## src/rtl/run_ctrl_pkg.sv

```systemverilog
// Shared types for the CPU run controller: FSM states, run-end causes, signature step.
package run_ctrl_pkg;

   typedef enum logic [1:0] {
      ST_IDLE  = 2'd0,
      ST_RESET = 2'd1,
      ST_RUN   = 2'd2,
      ST_DONE  = 2'd3
   } run_state_t;

   // Why a RUN clock ends the run; abort outranks halt, halt outranks timeout.
   typedef enum logic [1:0] {
      END_NONE    = 2'd0,
      END_HALT    = 2'd1,
      END_TIMEOUT = 2'd2,
      END_ABORT   = 2'd3
   } end_cause_t;

   localparam logic [31:0] CYCLE_MAX = 32'hFFFF_FFFF;

   function automatic logic [31:0] sig_step(input logic [31:0] sig, input logic [31:0] pc_ext);
      return {sig[30:0], sig[31]} ^ pc_ext;
   endfunction

endpackage

```

## src/rtl/run_controller_stall_detector.sv

```systemverilog
// Watches the fetch address during RUN and flags the clock on which the
// STALL_LIMIT-1'th consecutive unchanged-PC match occurs (combinational flag, registered history).
module stall_detector #(
   parameter int          PC_WIDTH    = 32,
   parameter int unsigned STALL_LIMIT = 8
) (
   input  logic                clock,
   input  logic                reset,
   input  logic                clear,
   input  logic                enable,
   input  logic [PC_WIDTH-1:0] pc,
   output logic                stalled
);

   localparam logic [15:0] LAST_CNT = 16'(STALL_LIMIT - 2);

   logic [PC_WIDTH-1:0] pc_q;
   logic [15:0]         match_cnt;
   logic                primed;
   logic                match;

   // The first enabled clock only loads pc_q, so no compare happens until primed.
   assign match   = primed && (pc == pc_q);
   assign stalled = enable && match && (match_cnt == LAST_CNT);

   always_ff @(posedge clock or negedge reset) begin
      if (!reset) begin
         pc_q      <= '0;
         match_cnt <= '0;
         primed    <= 1'b0;
      end else if (clear) begin
         match_cnt <= '0;
         primed    <= 1'b0;
      end else if (enable) begin
         pc_q   <= pc;
         primed <= 1'b1;
         if (match) begin
            match_cnt <= match_cnt + 16'd1;
         end else begin
            match_cnt <= '0;
         end
      end
   end

endmodule

```

## src/rtl/run_controller.sv

```systemverilog
// Sequences a CPU through reset pulse, bounded run and completion; ends on PC stall, budget or abort.
// Optional RUN_CTRL_SIGNATURE_EN adds a rotate-XOR signature of the fetched PCs.
module run_controller
   import run_ctrl_pkg::*;
#(
   parameter int          PC_WIDTH     = 32,
   parameter int unsigned RESET_CYCLES = 4,
   parameter int unsigned RUN_CYCLES   = 1000,
   parameter int unsigned STALL_LIMIT  = 8
) (
   input  logic                clock,
   input  logic                reset,
   input  logic                start,
   input  logic                abort,
   input  logic [PC_WIDTH-1:0] pc,
   output logic                cpu_reset,
   output logic                running,
   output logic                done,
   output logic                halted,
   output logic                timeout,
   output logic [31:0]         cycle_count
`ifdef RUN_CTRL_SIGNATURE_EN
   ,
   output logic [31:0]         signature
`endif
);

   localparam logic [7:0]  RST_LAST  = 8'(RESET_CYCLES - 1);
   localparam logic [31:0] RUN_LIMIT = 32'(RUN_CYCLES);

   run_state_t  state;
   end_cause_t  cause;
   logic [7:0]  rst_cnt;
   logic [31:0] count_inc;
   logic        stalled;
   logic        det_clear;
   logic        det_enable;

   assign count_inc  = (cycle_count == CYCLE_MAX) ? cycle_count : cycle_count + 32'd1;
   assign det_clear  = start && ((state == ST_IDLE) || (state == ST_DONE));
   assign det_enable = (state == ST_RUN);

   stall_detector #(
      .PC_WIDTH    (PC_WIDTH),
      .STALL_LIMIT (STALL_LIMIT)
   ) u_stall (
      .clock   (clock),
      .reset   (reset),
      .clear   (det_clear),
      .enable  (det_enable),
      .pc      (pc),
      .stalled (stalled)
   );

   always_comb begin
      cause = END_NONE;
      if (abort) begin
         cause = END_ABORT;
      end else if (stalled) begin
         cause = END_HALT;
      end else if (count_inc == RUN_LIMIT) begin
         cause = END_TIMEOUT;
      end
   end

   always_ff @(posedge clock or negedge reset) begin
      if (!reset) begin
         state       <= ST_IDLE;
         rst_cnt     <= '0;
         cpu_reset   <= 1'b1;
         running     <= 1'b0;
         done        <= 1'b0;
         halted      <= 1'b0;
         timeout     <= 1'b0;
         cycle_count <= '0;
      end else begin
         case (state)
            ST_IDLE, ST_DONE: begin
               if (start) begin
                  state       <= ST_RESET;
                  rst_cnt     <= RST_LAST;
                  done        <= 1'b0;
                  halted      <= 1'b0;
                  timeout     <= 1'b0;
                  cycle_count <= '0;
               end
            end
            ST_RESET: begin
               if (abort) begin
                  state <= ST_IDLE;
               end else if (rst_cnt == 8'd0) begin
                  state     <= ST_RUN;
                  running   <= 1'b1;
                  cpu_reset <= 1'b0;
               end else begin
                  rst_cnt <= rst_cnt - 8'd1;
               end
            end
            ST_RUN: begin
               // The ending clock still counts as a RUN clock, including an aborted one.
               cycle_count <= count_inc;
               case (cause)
                  END_ABORT: begin
                     state     <= ST_IDLE;
                     running   <= 1'b0;
                     cpu_reset <= 1'b1;
                     halted    <= 1'b0;
                     timeout   <= 1'b0;
                  end
                  END_HALT: begin
                     state     <= ST_DONE;
                     running   <= 1'b0;
                     cpu_reset <= 1'b1;
                     done      <= 1'b1;
                     halted    <= 1'b1;
                     timeout   <= 1'b0;
                  end
                  END_TIMEOUT: begin
                     state     <= ST_DONE;
                     running   <= 1'b0;
                     cpu_reset <= 1'b1;
                     done      <= 1'b1;
                     halted    <= 1'b0;
                     timeout   <= 1'b1;
                  end
                  default: ;
               endcase
            end
            default: begin
               state     <= ST_IDLE;
               cpu_reset <= 1'b1;
               running   <= 1'b0;
               done      <= 1'b0;
            end
         endcase
      end
   end

`ifdef RUN_CTRL_SIGNATURE_EN
   logic [31:0] pc_ext;

   assign pc_ext = 32'(pc);

   always_ff @(posedge clock or negedge reset) begin
      if (!reset) begin
         signature <= '0;
      end else if (det_clear) begin
         signature <= '0;
      end else if (state == ST_RUN) begin
         signature <= sig_step(signature, pc_ext);
      end
   end
`endif

endmodule

```

## config.mk

```make
export PLATFORM = sky130hd
export DESIGN_NAME = run_controller
export DESIGN_NICKNAME = d
export VERILOG_FILES = /design/src/rtl/run_ctrl_pkg.sv /design/src/rtl/run_controller_stall_detector.sv /design/src/rtl/run_controller.sv
export SDC_FILE = /design/constraint.sdc
export NUM_CORES = 1
export LEC_CHECK = 0
export BUFFER_PORTS_ARGS = -buffer_cell sky130_fd_sc_hd__buf_2
export CELL_PAD_IN_SITES_DETAIL_PLACEMENT = 0
export CELL_PAD_IN_SITES_GLOBAL_PLACEMENT = 2
export CORE_UTILIZATION = 30
export CTS_BUF_LIST = sky130_fd_sc_hd__clkbuf_4 sky130_fd_sc_hd__clkbuf_8
export CTS_CLUSTER_DIAMETER = 150
export DETAILED_ROUTE_END_ITERATION = 7
export PLACE_DENSITY_LB_ADDON = 0.1
export SLEW_MARGIN = 25
export SYNTH_ARGS = -nofsm -noshare
export SYNTH_HDL_FRONTEND = slang
export SYNTH_SLANG_ARGS = --single-unit
```

## constraint.sdc

```tcl
create_clock -name clock -period 4.4 [get_ports clock]
set_clock_uncertainty 0.15 [all_clocks]
set_input_delay 0.66 -clock clock [delete_from_list [all_inputs] [get_ports clock]]
set_output_delay 0.66 -clock clock [all_outputs]
set_load 0.05 [all_outputs]
```

# Word level (Yosys, flattened, before mapping)
# Cells that the tools add are included.
# totals
regBits	96
input_bits	36
elab_cells	94
# op_classes
addsub	3
eq_ne	20
n_mux	35
n_bitwise	1
reduce_logical	24
# ops
op	n
32-bit 2-to-1 mux	2
32-bit one-hot mux with 2 select lines	1
16-bit 2-to-1 mux	3
32-bit by 1-bit adder with 32-bit output, second input constant	1
32-bit by 10-bit == test with 1-bit output, second input constant	1
32-bit == test	1
32-bit == test, second input constant	1
8-bit 2-to-1 mux	3
16-bit by 1-bit adder with 16-bit output, second input constant	1
16-bit by 3-bit == test with 1-bit output, second input constant	1
8-bit one-hot mux with 2 select lines	1
1-bit one-hot mux with 2 select lines	7
2-bit 2-to-1 mux	6
2-bit inequality test, second input constant	6
3-bit inequality test, second input constant	4
3-bit AND reduction	4
1-bit 2-to-1 mux	10
2-bit == test, second input constant	4
8-bit zero test	1
4-bit AND reduction	2
2-bit nonzero test	4
2-bit OR reduction	4
8-bit by 1-bit subtractor with 8-bit output, second input constant	1
2-bit one-hot mux with 3 select lines	1
8 further kinds	13

# Longest topological paths before layout
# Gate-level depths: netlist (run 1).
# depth
depth_word	10
mapped_depth	15
depth_no_buf	13

# Modules after synthesis
# From an unflattened synthesis (run 1), not the netlist that was laid out.
# hier_totals
cells_unflattened	666
hier_area_um2	6107.1
# by_module_without_submodules
mod	instances	cells_per_inst	area_each_um2	seq_area_each_um2
run_controller	1	431	3504.6	1177.4
stall_detector	1	235	2602.5	1226.2

# Worst setup path after synthesis (run 1)
# No wires, ideal clock.
# synth_timing
path_kind	register to register
startpoint	reg cycle_count[0]
endpoint	reg state[0]
setup_ps	138
t_arrival_ps	3248
slack_ps	864
stages_incl_launch_ff	13
period_less_slack_ps	3536
cell_sequence	dfrtp_1 -> ha_1 -> and3_1 -> and3_1 -> buf_4 -> a311oi_1 -> mux2i_1 -> nand4_1 -> nor4_2 -> a31o_1 -> ha_1 -> a311oi_1 -> o21ai_0
# synth_via
elab_chain_cells	10
elab_cells_between_ends	15
classes_between	add/sub: 1; eq/ne: 6; mux: 6; reduce/logical: 2
# synth_rtl
item	line	rtl
start, declared	run_controller.sv:21	output logic [31:0] cycle_count
start signal, assigned	run_controller.sv:101	cycle_count <= count_inc;
32-bit by 1-bit adder with 32-bit output / 32-bit == test (equally long branches)	run_controller.sv:39	assign count_inc = (cycle_count == CYCLE_MAX) ? cycle_count : cycle_count + 32'd1;
32-bit 2-to-1 mux *	run_controller.sv:39	
32-bit by 10-bit == test with 1-bit output *	run_controller.sv:61	end else if (count_inc == RUN_LIMIT) begin
2-bit 2-to-1 mux *	run_controller.sv:61	
2-bit 2-to-1 mux *	run_controller.sv:59	end else if (stalled) begin
2-bit 2-to-1 mux *	run_controller.sv:57	if (abort) begin
2-bit == test / 2-bit by 1-bit == test with 1-bit output (equally long branches)	run_controller.sv:102	case (cause)
2-bit OR reduction (no line)	-	
2-bit one-hot mux with 2 select lines / 3-bit inequality test (equally long branches)	-	
2-bit one-hot mux with 3 select lines / 3-bit AND reduction (equally long branches)	-	
end signal, assigned	run_controller.sv:80	state <= ST_RESET;
end signal, assigned	run_controller.sv:104	state <= ST_IDLE;
end signal, assigned	run_controller.sv:111	state <= ST_DONE;
end, declared	run_controller.sv:31	run_state_t state;
# Every way passes the cells marked *; elsewhere a longest branch is shown, timed or not.
# A chain may end at the register's enable or synchronous reset.

# Worst setup path in the final report (run 1)
# layout_timing
startpoint	reg cycle_count[0]
endpoint	reg state[1]
# Same word-level chain as after synthesis.

==> flow_metrics.tcl, run 1 <==
set metrics [dict create \
    status "completed" \
    netlist_instances 625 \
    post_cts_resized 0 \
    period_minus_slack_ns 3.97 \
    insertedDiodeCount 0 \
    postSynth.asyncResetShare_pct 100 \
    start_util_pct 30.7 \
    chipHeight_um 143 \
    floorplan.die_area_um2 20500 \
    finalWirelength_mm 16.6 \
    number_of_register_bits_inferred_by_synthesis 96 \
    post_drt_via_cell_ratio 5.14 \
    floorplan.rows 51 \
    clock_tree.buffer_depth 2 \
    dp_wirelength_mm 11.8 \
    syn_nets 672 \
    setup_tns_ns 0 \
    setup_fix_bufs_post_cts 0 \
    cts_hold_buf 0 \
    finalCoreUtilization_pct 34.4 \
    place_ws_ns 0.398 \
    synth.top_cell.area_share_pct 39.8 \
    share_seq_of_total_power_pct 42.3 \
    power_frac_comb_pct 34.8 \
    rsz0062_at_grt "false" \
    antenna_found_initial 0 \
    final-hold-violation-count 0 \
    post_synth_num_cell_types 66 \
    dr.pass1.iters 4 \
    grt_first_pass_wirelength_mm 27.6 \
    power.switching_mw 1.13 \
    reg2reg_slack_ns 0.43 \
    setup_viol 0 \
    vias 4850 \
    finalMaxSlewViolations 0 \
    drv_cap 0 \
    gpl.final_weighted_congestion 0.824 \
    mappedNetlistArea_um2 5970 \
    core_area_um2 19500 \
    worst_vdd_drop_mv 0.223 \
    tightest_slew_ns 0.913 \
    synth.cells.most_frequent "dfrtp_1 (95), o21ai_0 (65), nand2_1 (49)" \
    setup_slack_ns 0.428 \
    flow.area_growth_from_synthesis_pct 12.2 \
    cts-htree-levels 3 \
    critical-path-slowest-cell "a311oi_1" \
    reg2reg_from "cycle_count[0]$_DFFE_PN0P_" \
    worst_skew_pair.late_latency_ns 0.40 \
    timing.final.crit_share_pct 90.3 \
    sw_frac_of_total_pct 38.3 \
    grt_max_degree 43 \
    cts.clk_slew.worst_paths_ns 0.12 \
    globalRoute.totalOverflow 0 \
    clock_power_share_pct 22.9 \
    yosys_warnings 0 \
    vias_in_the_first_global_route 5033 \
    crit_arrival_ns 4.14 \
    ctsRootBufferMaster "clkbuf_8" \
    grt.total_usage_pct 17.6 \
    buffer_ports.inserted 72 \
    timing.reg2reg.worst_path_depth 12 \
    drtIter0Drc 317 \
    tritoncts "done" \
    startpoint "cycle_count[0]$_DFFE_PN0P_" \
    clock.fmax_ghz 0.252 \
    crit_path_max_fanout 11 \
    crit-reg2reg-capture "state[1]$_DFFE_PN0P_" \
    fraction_of_layout_cells_with_a_size_suffix_above_1_pct 23.3 \
    synthTopCellsByArea "dfrtp_1 (40%), xnor2_1 (6.6%), mux2_2 (6.2%), o21ai_0 (5.5%), nand2_1 (3.1%)" \
    class_of_the_most_critical_setup_path "flop to flop" \
    worst_path_largest_cell_delay_ns 0.63 \
    drc 0 \
    synthFlopType "dfrtp_1" \
    power_density_over_the_cells_nw_per_um2 439 \
    synth.avg_cell_area_um2 9.55 \
    post-synth-top-count-cell "dfrtp_1" \
    slew_headroom_pct 39.1 \
    nets 720 \
    netlist.top_cell.by_area "dfrtp_1" \
    chipWidth_um 143 \
    cts_buffer_count 9 \
    worst-endpoint-required_ns 4.57 \
    worst_setup_path_end_kind "flop" \
    crit_path_cell_trace "ha_1 > and3_1 > and3_1 > a311oi_1 > mux2i_1 > nand4_1 > nor4_2 > a31o_1 > ha_1 > a311oi_1 > nand2_1 > o21ai_0" \
    worstSetupStartpointType "flop" \
    cts_sinks 96 \
    static-leakage-power_nw 2.81 \
    internal_power_mw 1.81 \
    synth_enable_flop_cells 0 \
    seq_area_frac_synth_pct 40.3 \
    timing.hold.worst.class "primary input to asynchronous set/reset pin" \
    drt.antenna.violating_nets 0 \
    route.detailed.wl_per_inst_um 17.6 \
    boundaryPins 73 \
]
flip-flops by register name, indices dropped and copies added (netlist names), 2 cells and up:
signal and count:
cycle_count 32, rst_cnt 8, state 2, u_stall.match_cnt 16, u_stall.pc_q 32
layout by cell type (no fill, tap or decap), types with 13 or more instances in the layout:
master	netlist	final
buf_2	8	71
o31ai_1	21	21
a31oi_1	15	15
mux2_2	33	33
nor2_1	41	41
dfrtp_1	95	95
inv_1	15	15
xor2_1	13	13
xnor2_1	45	45
nand3_1	31	31
and3_1	14	14
nand2_1	49	48
o21ai_0	65	65
nand4_1	26	26
a21oi_1	14	13
kinds of logic (layout without fill, tap and decap cells):
family	after synthesis	in the layout	share of synthesized area [%]
buffers and inverters	57	110	5.12
xor gates and xnor gates	58	58	8.51
muxes	38	38	7.07
and+or+nand+nor	223	223	21.7
DFF	96	96	40.3
AOI/OAI and AO/OA	142	142	15.0
adders and majority gates	11	11	2.31
through the flow:
step,hold WS [ns],instances,power [mW],instance area (um2)
finish,0.0225,943,2.94,6700
global route,0.0382,943,3.18,6700
CTS,0.0340,943,2.99,6700
detailed placement,0.329,927,2.30,6480
global placement,0.306,927,2.28,6470
floorplan,0.214,625,2.01,5970
metal layers:
metal | global-route usage [%] | wire (um) | vias up
met5 | 0 | 0 | -
met4 | 4.87 | 157 | 0
met3 | 3.59 | 735 | 12
met2 | 25.8 | 7110 | 80
met1 | 26.0 | 8610 | 2386
li1 | - | - | 2372
critical path: cells and delay by family, from the launching register on:
family | cells | cell delay, ns
adders and majority gates | 2 | 0.54
muxes | 1 | 0.26
DFF | 1 | 0.46
AOI/OAI and AO/OA | 4 | 1.33
and+or+nand+nor | 5 | 1.14
cell type report:
cell class | instances | area (um2)
Inverter | 15 | 56.3
Multi-Input combinational cell | 472 | 3270
Tap cell | 265 | 332
Clock buffer | 9 | 124
Sequential cell | 96 | 2400
Clock inverter | 7 | 96.3
Fill cell | 2044 | 12800
Timing Repair Buffer | 79 | 415
how the worst max path moves through the flow:
stage	to	slack (ns)
after floorplan	state[0]$_DFFE_PN0P_	0.86
after global placement	state[1]$_DFFE_PN0P_	0.42
after detailed placement	state[1]$_DFFE_PN0P_	0.40
after CTS	state[1]$_DFFE_PN0P_	0.39
after global routing	state[0]$_DFFE_PN0P_	0.02
final	state[1]$_DFFE_PN0P_	0.43
power by group through the flow:
stage	clock (mW)	sequential (mW)	combinational (mW)
final	0.672	1.24	1.02
after global placement	0	1.25	1.02
after detailed placement	0	1.26	1.04
after CTS	0.706	1.25	1.04
after floorplan	0	1.29	0.723
after global routing	0.743	1.28	1.16
No activity file was read; power rests on OpenSTA's default activity.
==> inputs of run 2 (changes only) <==
Clock period 4.4 ns to 3.6 ns, I/O delays scaled along.
==> flow_metrics.tcl, run 2 (same netlist as run 1, synthesis figures left out) <==
set metrics [dict create \
    status "completed" \
    class_of_the_most_critical_setup_path "flop to flop" \
    clock_tree.buffer_depth 2 \
    setup_tns_ns 0 \
    timing.hold.ws_ns 0.0182 \
    crit_path_cell_trace "ha_1 > and3_1 > and3_2 > and3_2 > buf_4 > nor2_1 > a31oi_1 > buf_4 > nor4b_4 > a31o_1 > ha_1 > nand2b_1 > a21oi_1 > nand2_1 > o21ai_0" \
    share_seq_of_total_power_pct 41.8 \
    timing.reg2reg.worst_path_depth 15 \
    cts.clk_slew.worst_paths_ns 0.11 \
    final-hold-violation-count 0 \
    dp_wirelength_mm 12.4 \
    floorplan.rows 51 \
    period_minus_slack_ns 3.41 \
    worst_skew_pair.late_latency_ns 0.39 \
    cts_buffer_count 9 \
    globalRoute.totalOverflow 0 \
    cts-htree-levels 3 \
    cts_hold_buf 0 \
    core_area_um2 19500 \
    fraction_of_layout_cells_with_a_size_suffix_above_1_pct 28.9 \
    dr.pass1.iters 5 \
    insertedDiodeCount 0 \
    route.detailed.wl_per_inst_um 17.2 \
    power.switching_mw 1.37 \
    final_cell_mix "dfrtp_1 (93), buf_2 (71), o21ai_0 (65), buf_4 (56), nand2_1 (49)" \
    drtIter0Drc 347 \
    worst_path_largest_cell_delay_ns 0.40 \
    start_util_pct 30.7 \
    gpl.final_weighted_congestion 0.811 \
    clock_power_share_pct 22.4 \
    chipWidth_um 143 \
    flow.area_growth_from_synthesis_pct 18.9 \
    power_density_over_the_cells_nw_per_um2 512 \
    tritoncts "done" \
    antenna_found_initial 0 \
    worst_vdd_drop_mv 0.235 \
    finalMaxSlewViolations 0 \
    timing.final.crit_share_pct 94.8 \
    slew_headroom_pct 47.5 \
    internal_power_mw 2.25 \
    nets 769 \
    clock.fmax_ghz 0.293 \
    crit_path_max_fanout 5 \
    largestRegisters "cycle_count (32), u_stall.pc_q (32), u_stall.match_cnt (16)" \
    grt_max_degree 56 \
    timing.hold.worst.class "primary input to asynchronous set/reset pin" \
    setup_viol 0 \
    vias 5050 \
    grt.total_usage_pct 17.8 \
    crit_arrival_ns 3.58 \
    worst-endpoint-required_ns 3.76 \
    chipHeight_um 143 \
    reg2reg_from "cycle_count[0]$_DFFE_PN0P_" \
    drc 0 \
    sw_frac_of_total_pct 37.9 \
    post_drt_via_cell_ratio 5.09 \
    power_frac_comb_pct 35.9 \
    layout.cells.most_common "dfrtp_1" \
    tightest_slew_ns 0.788 \
    ctsRootBufferMaster "clkbuf_8" \
    vias_in_the_first_global_route 4935 \
    reg2reg_slack_ns 0.19 \
    startpoint "cycle_count[0]$_DFFE_PN0P_" \
    worst_setup_path_end_kind "flop" \
    buffer_ports.inserted 72 \
    floorplan.die_area_um2 20500 \
    final_cell_count_without_fillers 992 \
    boundaryPins 73 \
    dpl.cell_count 972 \
    critical-path-slowest-cell "dfrtp_1" \
    grt_first_pass_wirelength_mm 27.5 \
    crit-reg2reg-capture "state[1]$_DFFE_PN0P_" \
    crit_path_end "state[1]$_DFFE_PN0P_" \
    drv_cap 0 \
    finalWirelength_mm 17.1 \
    static-leakage-power_nw 3.08 \
    cts_sinks 96 \
    worstSetupStartpointType "flop" \
    drt.antenna.violating_nets 0 \
]
-- run 2: cell count changes in the layout (fill, tap and decap cells not counted), moves of 2 or more --
cell,delta
and3_2,+2
a311oi_1,-2
and3_1,-2
buf_4,+48
dfrtp_1,-2
a311oi_2,+2
dfrtp_2,+2
-- run 2: routing by layer --
metal	share of wire [%]	global-route usage [%]	up-vias
met1	51	25.7	2469
met5	0	0	-
li1	-	-	2453
met2	43	26.4	118
met4	1.0	4.58	0
met3	4.2	3.99	10
-- run 2: cell type report --
cell class / instances / area [um2]
Clock inverter: 7 / 96.3
Fill cell: 2015 / 12400
Tap cell: 265 / 332
Multi-Input combinational cell: 472 / 3280
Timing Repair Buffer: 128 / 796
Sequential cell: 96 / 2410
Clock buffer: 9 / 124
Inverter: 15 / 56.3
-- run 2: worst min path at each step --
| stage | startpoint | endpoint | slack [ns] | cells after the start |
|---|---|---|---|---|
| 2_1_floorplan | reset | cycle_count[0]$_DFFE_PN0P_ | 0.09 | 0 |
| 3_3_place_gp | cpu_reset$_DFFE_PN1P_ | cpu_reset$_DFFE_PN1P_ | 0.31 | 2 |
| 3_5_place_dp | cpu_reset$_DFFE_PN1P_ | cpu_reset$_DFFE_PN1P_ | 0.32 | 2 |
| 4_1_cts | reset | u_stall.match_cnt[5]$_DFFE_PN0P_ | 0.02 | 1 |
| 5_1_grt | reset | state[1]$_DFFE_PN0P_ | 0.04 | 1 |
| 6_report | reset | state[1]$_DFFE_PN0P_ | 0.02 | 1 |
-- run 2: critical path, delay by kind of cell (launching register included) --
family | cells | cell delay (ns)
compound gates | 4 | 0.58
flops | 1 | 0.40
fa+ha+maj | 2 | 0.48
buf+inv | 2 | 0.33
simple gates | 7 | 1.40
-- run 2: repair_timing --
action	in CTS	in global routing
resized for setup	0	7
endpoints found under the setup margin	0	2
buffers inserted	0	4
-- run 2: through the flow --
| stage | area, um2 | total power, mW | utilization [%] | setup slack (ns) |
|---|---|---|---|---|
| after floorplan | 5970 | 2.46 | - | 0.0639 |
| after global placement | 6820 | 2.82 | 35.0 | 0.188 |
| after detailed placement | 6820 | 2.85 | 35.0 | 0.158 |
| after CTS | 7040 | 3.69 | 36.2 | 0.124 |
| after global routing | 7090 | 3.89 | 36.5 | -0.00832 |
| final | 7090 | 3.63 | 36.5 | 0.186 |
-- run 2: power by group through the flow --
| stage | combinational [mW] | clock, mW | sequential [mW] |
|---|---|---|---|
| finish | 1.30 | 0.811 | 1.52 |
| detailed placement | 1.31 | 0 | 1.54 |
| floorplan | 0.883 | 0 | 1.58 |
| CTS | 1.32 | 0.855 | 1.52 |
| global placement | 1.30 | 0 | 1.52 |
| global route | 1.45 | 0.884 | 1.55 |
==> inputs of run 3 (changes only) <==
Settings changed: CELL_PAD_IN_SITES_DETAIL_PLACEMENT 0 to unset, CELL_PAD_IN_SITES_GLOBAL_PLACEMENT 2 to unset, PLACE_DENSITY_LB_ADDON 0.1 to unset.
==> flow_metrics.tcl, run 3 (same netlist as run 1, synthesis figures left out) <==
set metrics [dict create \
    layout.cells.most_common "dfrtp_1" \
    dr.pass1.iters 5 \
    status "completed" \
    cts_buffer_count 9 \
    cts-htree-levels 3 \
    ctsRootBufferMaster "clkbuf_8" \
    fraction_of_layout_cells_with_a_size_suffix_above_1_pct 27.6 \
    worst_setup_path_end_kind "flop" \
    flow.area_growth_from_synthesis_pct 16.1 \
    finalCoreUtilization_pct 35.6 \
    tightest_slew_ns 0.786 \
    internal_power_mw 2.23 \
    worst-endpoint-required_ns 3.76 \
    final_cell_count_without_fillers 968 \
    power_frac_comb_pct 35.7 \
    dp_wirelength_mm 10.3 \
    period_minus_slack_ns 3.39 \
    floorplan.die_area_um2 20500 \
    grt.total_usage_pct 15.1 \
    dpl.cell_count 948 \
    finalMaxSlewViolations 0 \
    power_density_over_the_cells_nw_per_um2 506 \
    antenna_found_initial 0 \
    static-leakage-power_nw 2.93 \
    worst_skew_pair.late_latency_ns 0.39 \
    crit_path_cell_trace "and4_1 > nand3_1 > buf_4 > or2_2 > xor2_1 > a31oi_1 > nor4b_4 > a31o_1 > ha_1 > a311oi_2 > nand2_1 > o21ai_0" \
    final_cell_mix "dfrtp_1 (91), buf_2 (71), o21ai_0 (65), nand2_1 (49), xnor2_1 (45)" \
    sw_frac_of_total_pct 36.3 \
    drtIter0Drc 404 \
    timing.final.crit_share_pct 94.0 \
    boundaryPins 73 \
    power.switching_mw 1.27 \
    clock.fmax_ghz 0.295 \
    start_util_pct 30.7 \
    fill_cells 1994 \
    post_drt_via_cell_ratio 5.05 \
    nets 745 \
    grt_first_pass_wirelength_mm 24.2 \
    cts_sinks 96 \
    gpl.final_weighted_congestion 0.841 \
    cts_hold_buf 0 \
    buffer_ports.inserted 72 \
    core_area_um2 19500 \
    crit_path_max_fanout 8 \
    clock_power_share_pct 21.3 \
    share_seq_of_total_power_pct 43.0 \
    grt_max_degree 58 \
    route.detailed.wl_per_inst_um 15.1 \
    worst_path_largest_cell_delay_ns 0.38 \
    worstSetupStartpointType "flop" \
    drt.antenna.violating_nets 0 \
    worst_vdd_drop_mv 0.276 \
    setup_slack_ns 0.215 \
    largestRegisters "cycle_count (32), u_stall.pc_q (32), u_stall.match_cnt (16)" \
    crit_arrival_ns 3.55 \
    timing.hold.worst.class "primary input to asynchronous set/reset pin" \
    chipWidth_um 143 \
    tritoncts "done" \
    fin_total_pwr_mw 3.51 \
    insertedDiodeCount 0 \
    cts.clk_slew.worst_paths_ns 0.10 \
    slew_headroom_pct 47.6 \
    vias 4889 \
    floorplan.rows 51 \
    final-hold-violation-count 0 \
    chipHeight_um 143 \
    setup_viol 0 \
    critical-path-slowest-cell "and4_1" \
    clock_tree.buffer_depth 2 \
    drv_cap 0 \
    place_ws_ns 0.0518 \
    finalWirelength_mm 14.6 \
    vias_in_the_first_global_route 4653 \
    class_of_the_most_critical_setup_path "flop to flop" \
    drc 0 \
    globalRoute.totalOverflow 0 \
]
[run 3: per-layer routing]
metal  part of all wire, %  vias up  global-route usage (%)
li1                      -     2408                       -
met1                    48     2363                    20.8
met2                    46      104                    23.6
met3                   4.1       14                    2.72
met4                   1.4        0                    5.72
met5                     0        -                       0
[run 3: worst max-delay path: cells and delay by family (launching register included)]
family | cells | cell delay (ns)
AND/OR/NAND/NOR | 5 | 1.10
AO/OA/AOI/OAI | 4 | 1.03
adder cells (fa/ha/maj) | 1 | 0.30
buffers and inverters | 1 | 0.22
flip-flops | 1 | 0.36
XOR/XNOR | 1 | 0.15
[run 3: final cells by class]
type | count | area (um2) | area share (%)
clock buffers | 10 | 131 | 1.90
clock inverters | 6 | 66.3 | 0.957
inverters | 15 | 56.3 | 0.813
multi-input cells | 472 | 3320 | 47.9
flip-flops and latches | 96 | 2410 | 34.8
well taps | 265 | 332 | 4.79
repair buffers | 104 | 616 | 8.88
[run 3: final timing paths]
path / from / end / slack, ns / cells after the start
max: cycle_count[7]$_DFFE_PN0P_ / state[0]$_DFFE_PN0P_ / 0.21 / 12
min: reset / cycle_count[26]$_DFFE_PN0P_ / 0.07 / 1
max reg2reg: cycle_count[7]$_DFFE_PN0P_ / state[0]$_DFFE_PN0P_ / 0.21 / 12
min reg2reg: cpu_reset$_DFFE_PN1P_ / cpu_reset$_DFFE_PN1P_ / 0.33 / 2
max in group asynchronous: reset / cpu_reset$_DFFE_PN1P_ / 2.47 / 2
min in group clock: pc[23] / u_stall.pc_q[23]$_DFFE_PN0P_ / 0.25 / 2
[run 3: power groups by stage]
stage | registers (mW) | logic, mW | clock network, mW
after floorplan | 1.58 | 0.883 | 0
final | 1.51 | 1.25 | 0.746
after CTS | 1.51 | 1.26 | 0.776
after global routing | 1.55 | 1.40 | 0.815
after detailed placement | 1.53 | 1.26 | 0
after global placement | 1.52 | 1.25 | 0
[run 3: stage by stage]
stage	hold WS, ns	TNS [ns]	cell area, um2
after floorplan	0.0944	0	5970
after global placement	0.307	0	6640
after detailed placement	0.313	0	6640
after CTS	0.0921	0	6840
after global routing	0.126	-0.0180	6930
final	0.0746	0	6930
[run 3: repair_timing]
item,CTS,global route
resized for setup,0,16
buffers inserted,0,4
endpoints found under the setup margin,0,4
